`config.mk`:
```
export PLATFORM = sky130hd
export DESIGN_NAME = alu_cmd_issuer
export DESIGN_NICKNAME = d
export VERILOG_FILES = /design/src/rtl/alu_pkg.sv /design/src/rtl/alu_funct_decode.sv /design/src/rtl/alu_cmd_issuer.sv
export SDC_FILE = /design/constraint.sdc
export NUM_CORES = 1
export LEC_CHECK = 0
export CAP_MARGIN = 20
export CORE_ASPECT_RATIO = 1.4
export CORE_UTILIZATION = 41
export DETAILED_ROUTE_END_ITERATION = 10
export PLACE_DENSITY_LB_ADDON = 0.15
export SYNTH_ARGS = -nofsm -noshare
export SYNTH_HDL_FRONTEND = slang
export SYNTH_SLANG_ARGS = --single-unit
```
`constraint.sdc`:
```
create_clock -name clk -period 2 [get_ports clk]
set_input_delay 0.3 -clock clk [delete_from_list [all_inputs] [get_ports clk]]
set_output_delay 0.3 -clock clk [all_outputs]
set_load 0.01 [all_outputs]
```
`src/rtl/alu_pkg.sv`:
```
// Shared ALU select codes, R-type funct codes and issuer FSM states.
package alu_pkg;

   localparam logic [2:0] ALU_PASS = 3'b000;
   localparam logic [2:0] ALU_NOT  = 3'b001;
   localparam logic [2:0] ALU_ADD  = 3'b010;
   localparam logic [2:0] ALU_NOR  = 3'b011;
   localparam logic [2:0] ALU_SUB  = 3'b100;
   localparam logic [2:0] ALU_NAND = 3'b101;
   localparam logic [2:0] ALU_AND  = 3'b110;
   localparam logic [2:0] ALU_SLT  = 3'b111;

   localparam logic [5:0] F_MOV  = 6'h00;
   localparam logic [5:0] F_ADD  = 6'h20;
   localparam logic [5:0] F_SUB  = 6'h22;
   localparam logic [5:0] F_AND  = 6'h24;
   localparam logic [5:0] F_NAND = 6'h25;
   localparam logic [5:0] F_NOT  = 6'h26;
   localparam logic [5:0] F_NOR  = 6'h27;
   localparam logic [5:0] F_SLT  = 6'h2A;

   typedef enum logic [1:0] {
      S_IDLE,
      S_ISSUE,
      S_CAPTURE,
      S_RESP
   } state_e;

endpackage

```
`src/rtl/alu_funct_decode.sv`:
```
// Combinational R-type funct to ALU select decoder with legality flag.
module alu_funct_decode
   import alu_pkg::*;
(
   input  logic [5:0] funct_i,
   output logic [2:0] sel_o,
   output logic       legal_o
);

   always_comb begin
      sel_o   = ALU_PASS;
      legal_o = 1'b1;
      case (funct_i)
         F_ADD:   sel_o = ALU_ADD;
         F_SUB:   sel_o = ALU_SUB;
         F_AND:   sel_o = ALU_AND;
         F_NOR:   sel_o = ALU_NOR;
         F_SLT:   sel_o = ALU_SLT;
         F_NAND:  sel_o = ALU_NAND;
         F_NOT:   sel_o = ALU_NOT;
         F_MOV:   sel_o = ALU_PASS;
         default: legal_o = 1'b0;
      endcase
   end

endmodule

```
`src/rtl/alu_cmd_issuer.sv`:
```
// Valid/ready front end: decodes funct, drives the ALU, returns its result.
// Optional result flags are built when ALU_CMD_ISSUER_FLAGS_EN is defined.
module alu_cmd_issuer
   import alu_pkg::*;
#(
   parameter int N = 32
) (
   input  logic         clk,
   input  logic         rst,
   input  logic         cmd_valid,
   output logic         cmd_ready,
   input  logic [5:0]   cmd_funct,
   input  logic [N-1:0] cmd_a,
   input  logic [N-1:0] cmd_b,
   output logic [2:0]   alu_sel,
   output logic [N-1:0] alu_a,
   output logic [N-1:0] alu_b,
   input  logic [N-1:0] alu_result,
   output logic         rsp_valid,
   input  logic         rsp_ready,
   output logic [N-1:0] rsp_data,
   output logic         rsp_err,
   output logic         rsp_zero,
   output logic         rsp_neg,
   output logic         rsp_ovf,
   output logic [15:0]  op_count
);

   state_e       state_q;
   logic [2:0]   sel_q;
   logic [N-1:0] a_q;
   logic [N-1:0] b_q;
   logic [N-1:0] data_q;
   logic         err_q;
   logic [15:0]  cnt_q;
   logic [15:0]  cnt_d;
   logic [2:0]   dec_sel;
   logic         dec_legal;

   alu_funct_decode u_dec (
      .funct_i (cmd_funct),
      .sel_o   (dec_sel),
      .legal_o (dec_legal)
   );

   assign cnt_d = cnt_q + 16'd1;

   // ALU drive registers only load on a legal accept, so they hold otherwise
   always_ff @(posedge clk) begin
      if (rst) begin
         state_q <= S_IDLE;
         sel_q   <= ALU_PASS;
         a_q     <= '0;
         b_q     <= '0;
         data_q  <= '0;
         err_q   <= 1'b0;
         cnt_q   <= '0;
      end else begin
         unique case (state_q)
            S_IDLE: begin
               if (cmd_valid) begin
                  if (dec_legal) begin
                     sel_q   <= dec_sel;
                     a_q     <= cmd_a;
                     b_q     <= cmd_b;
                     state_q <= S_ISSUE;
                  end else begin
                     data_q  <= '0;
                     err_q   <= 1'b1;
                     state_q <= S_RESP;
                  end
               end
            end
            S_ISSUE: state_q <= S_CAPTURE;
            S_CAPTURE: begin
               data_q  <= alu_result;
               err_q   <= 1'b0;
               state_q <= S_RESP;
            end
            S_RESP: begin
               if (rsp_ready) begin
                  cnt_q   <= cnt_d;
                  state_q <= S_IDLE;
               end
            end
            default: state_q <= S_IDLE;
         endcase
      end
   end

   assign cmd_ready = (state_q == S_IDLE);
   assign rsp_valid = (state_q == S_RESP);
   assign alu_sel   = sel_q;
   assign alu_a     = a_q;
   assign alu_b     = b_q;
   assign rsp_data  = data_q;
   assign rsp_err   = err_q;
   assign op_count  = cnt_q;

`ifdef ALU_CMD_ISSUER_FLAGS_EN
   logic zero_q;
   logic neg_q;
   logic ovf_q;
   logic ovf_d;
   logic sa;
   logic sb;
   logic sr;

   assign sa = a_q[N-1];
   assign sb = b_q[N-1];
   assign sr = alu_result[N-1];

   always_comb begin
      ovf_d = 1'b0;
      if (sel_q == ALU_ADD)
         ovf_d = (sa == sb) && (sr != sa);
      else if (sel_q == ALU_SUB)
         ovf_d = (sa != sb) && (sr != sa);
   end

   always_ff @(posedge clk) begin
      if (rst) begin
         zero_q <= 1'b0;
         neg_q  <= 1'b0;
         ovf_q  <= 1'b0;
      end else if (state_q == S_IDLE && cmd_valid && !dec_legal) begin
         zero_q <= 1'b1;
         neg_q  <= 1'b0;
         ovf_q  <= 1'b0;
      end else if (state_q == S_CAPTURE) begin
         zero_q <= (alu_result == '0);
         neg_q  <= sr;
         ovf_q  <= ovf_d;
      end
   end

   assign rsp_zero = zero_q;
   assign rsp_neg  = neg_q;
   assign rsp_ovf  = ovf_q;
`else
   assign rsp_zero = 1'b0;
   assign rsp_neg  = 1'b0;
   assign rsp_ovf  = 1'b0;
`endif

endmodule

```
==> metrics <==
final setup fails 0; initial DRC count between 100 and 150; DR vias/cell approximately 5.0; Slew Viols, Final 0; CP max-delay cell or4_4; vias in the first global route 4551; pin count of the biggest net entering global routing 69; P_int 0.00529 W; cell family contributing the most delay on the critical path buffers and inverters; Hold WC Path Type in2reg; number of port buffers around 220; Synth cell types 40; commonest non-fill, non-tap cells in the layout clkdlybuf4s50_1 (221), nand2_1 (135), dfxtp_1 (118), a21oi_1 (69), nand2b_1 (34); routability congestion estimate from global placement 0.779; met3 wire length slightly below 1000 um; clock root buffer clkbuf_16; post-route cell area 0.00785 mm2; CTS tree done; Ports about 230; initial antenna violation count 0; Site Rows 46; GRT Resource Usage Total 0.220; cell breakdown of the critical path clkdlybuf4s50_1 -> or4_4 -> a31o_2 -> a31oi_4 -> buf_12 -> mux2i_1; Final ANT Viol Nets 0; Worst Path Max Fanout 24; Yosys reg bits 118; via count 4664; RSZ-0062 raised after global routing no; Setup Buffers After CTS 0; Required @ worst endpoint 2.32 ns; DRC 0; status completed; Area after DPL 0.00727 mm2; NumNets Final 890; Final HPWL DP about 9600 um; top layer reached by signal wires met4; core area 0.0115 mm2; final wirelength 13400 um; slowest stage delay, CP 0.58 ns; Synth-to-Final Area Change 61.6%; Final Hold Fails 0; DR WL met2 just under 7000 um; Post-synth EDFFs 0; WP data arrival 2.22 ns; kind of critical path in2reg; Clk pin slew, worst setup/hold paths 0.05 ns; CP endpoint kind flop; Worst setup SP type primary input; die height 131 um; synth warn 0; Reg power frac 0.361; # H-tree levels 4; Clk pwr share 0.406; minimum clock period 1.90 ns; cell count after placement 905; CP bufs+invs 2; grt ovf 0; Post-Syn Instances 560; Clk Latency, worst-skew pair 0.40 ns; worst vdd ir 0.000600 V; drt first pass iters 4; Power Density 917 mW/mm2; max cap viols 0; wire length of the first global-routing pass around 21000 um; LEAKAGE about 2.8 nW; clk sinks ~120; combinational share of power 0.233; Final Skew approximately 0.008 ns; Clock Tree Buf Depth 2; share of cells above drive strength 1 0.0695; Avg Synthesized Cell Area between 8 and 9 um2; Synth Flop Type dfxtp_1; most common cell after layout, fill and taps aside clkdlybuf4s50_1; maximum clock frequency 0.526 GHz; WL per Instance between 10 and 15 um; synthesized area approximately 0.005 mm2; Post-Layout Cell Count between 900 and 1000; Post-synth ARST share 0; Num CTS Buffers 17; Die ar. 0.0123 mm2; Seq/Total Area, Yosys 0.486; DRT met1 WL 5140 um; final period utilization 0.951; Psw 0.00190 W; DIE WIDTH 94.0 um; Initial Util 0.424; Net Sw Frac 0.264; number of diodes 0; cts hold-fix bufs 0
worst register-to-register path: cells and delay by family, from the launching register on:
family | cells | cell delay [ns]
buf+inv | 2 | 0.37
simple gates | 2 | 0.23
fa+ha+maj | 1 | 0.17
flops | 1 | 0.32
compound gates | 2 | 0.55
power groups by stage:
| stage | Sequential (W) | Combinational, W | Clock, W |
|---|---|---|---|
| 2_1_floorplan | 0.00270 | 0.000918 | 0 |
| 5_1_grt | 0.00261 | 0.00182 | 0.00308 |
| 4_1_cts | 0.00260 | 0.00169 | 0.00298 |
| 3_3_place_gp | 0.00264 | 0.00167 | 0 |
| 3_5_place_dp | 0.00264 | 0.00170 | 0 |
| 6_report | 0.00260 | 0.00168 | 0.00292 |
cells by family (layout without fill, tap and decap cells):
family,count (synthesis),in the layout,synth area share
xor+xnor,13,13,0.0234
flops,118,118,0.486
mux,33,33,0.0680
simple gates,261,261,0.267
fa+ha+maj,4,4,0.0103
buf+inv,47,276,0.0464
other cells,1,3,0.000772
compound gates,83,83,0.0974
repair_timing:
| action | 4_1_cts | 5_1_grt |
|---|---|---|
| pin swaps | 0 | 0 |
| resized for setup | 1 | 2 |
| endpoints found under the hold margin | 0 | 0 |
| endpoints found under the setup margin | 1 | 5 |
metal layers:
metal,up-vias,global-route usage
met5,-,0
met4,0,0.104
met3,26,0.0839
met2,171,0.378
met1,2153,0.237
li1,2314,-
state kept, by name, indices dropped and copies added, names as in the netlist:
register / cells
alu_a: 32
alu_b: 32
rsp_data: 32
op_count: 16
alu_sel: 3
state_q: 2
rsp_err: 1
synthesized netlist by cell type, types with 2 or more instances:
master / n / share of area
buf_4: 6 / 0.0093
clkbuf_1: 31 / 0.024
nor2_1: 19 / 0.015
nand4_1: 10 / 0.013
or3_1: 2 / 0.0026
nor3_1: 6 / 0.0062
a21oi_1: 69 / 0.071
a211oi_1: 2 / 0.0031
buf_6: 3 / 0.0070
nand3_1: 5 / 0.0052
o31ai_1: 3 / 0.0046
nor4_1: 3 / 0.0039
nor2b_1: 3 / 0.0039
dfxtp_1: 118 / 0.49
nor3b_1: 2 / 0.0031
nand2_1: 135 / 0.10
xnor2_1: 6 / 0.011
mux2i_1: 33 / 0.068
or4_1: 2 / 0.0031
xor2_1: 7 / 0.013
a311o_1: 2 / 0.0041
and4_1: 2 / 0.0036
ha_1: 4 / 0.010
nand2b_1: 34 / 0.044
buf_2: 3 / 0.0031
nand3b_1: 33 / 0.051
inv_1: 4 / 0.0031
path summary, 6_finish.rpt:
| kind | from | endpoint | slack (ns) | cells past startpoint |
|---|---|---|---|---|
| worst max register to register | state_q[0] | alu_b[26] | 0.29 | 7 |
| worst max-delay path | cmd_funct[0] | rsp_data[1] | 0.1 | 6 |
| worst min-delay path | cmd_b[30] | alu_b[30] | 0.44 | 3 |
| worst min register to register | alu_sel[2] | alu_sel[2] | 0.45 | 2 |
area by class of cell:
class | count | area (um2)
fill | 926 | 3610
timing repair buffer | 242 | 2420
sequential | 118 | 2360
multi-input combinational | 397 | 2290
clock buffer | 21 | 470
tap | 144 | 180
clock inverter | 9 | 103
inverter | 4 | 15.0
stage by stage:
stage                     hold WS (ns)  total power (W)  setup slack (ns)   util  setup TNS, ns
after floorplan                  0.436          0.00362            0.0484      -              0
after global placement           0.441          0.00430            -0.273  0.635         -22.02
after detailed placement         0.446          0.00434            -0.355  0.635         -25.76
after CTS                        0.430          0.00726            0.0590  0.685              0
after global routing             0.437          0.00752            0.0387  0.685              0
final                            0.442          0.00720            0.0985  0.685              0
(Power assumes the default switching activity.)
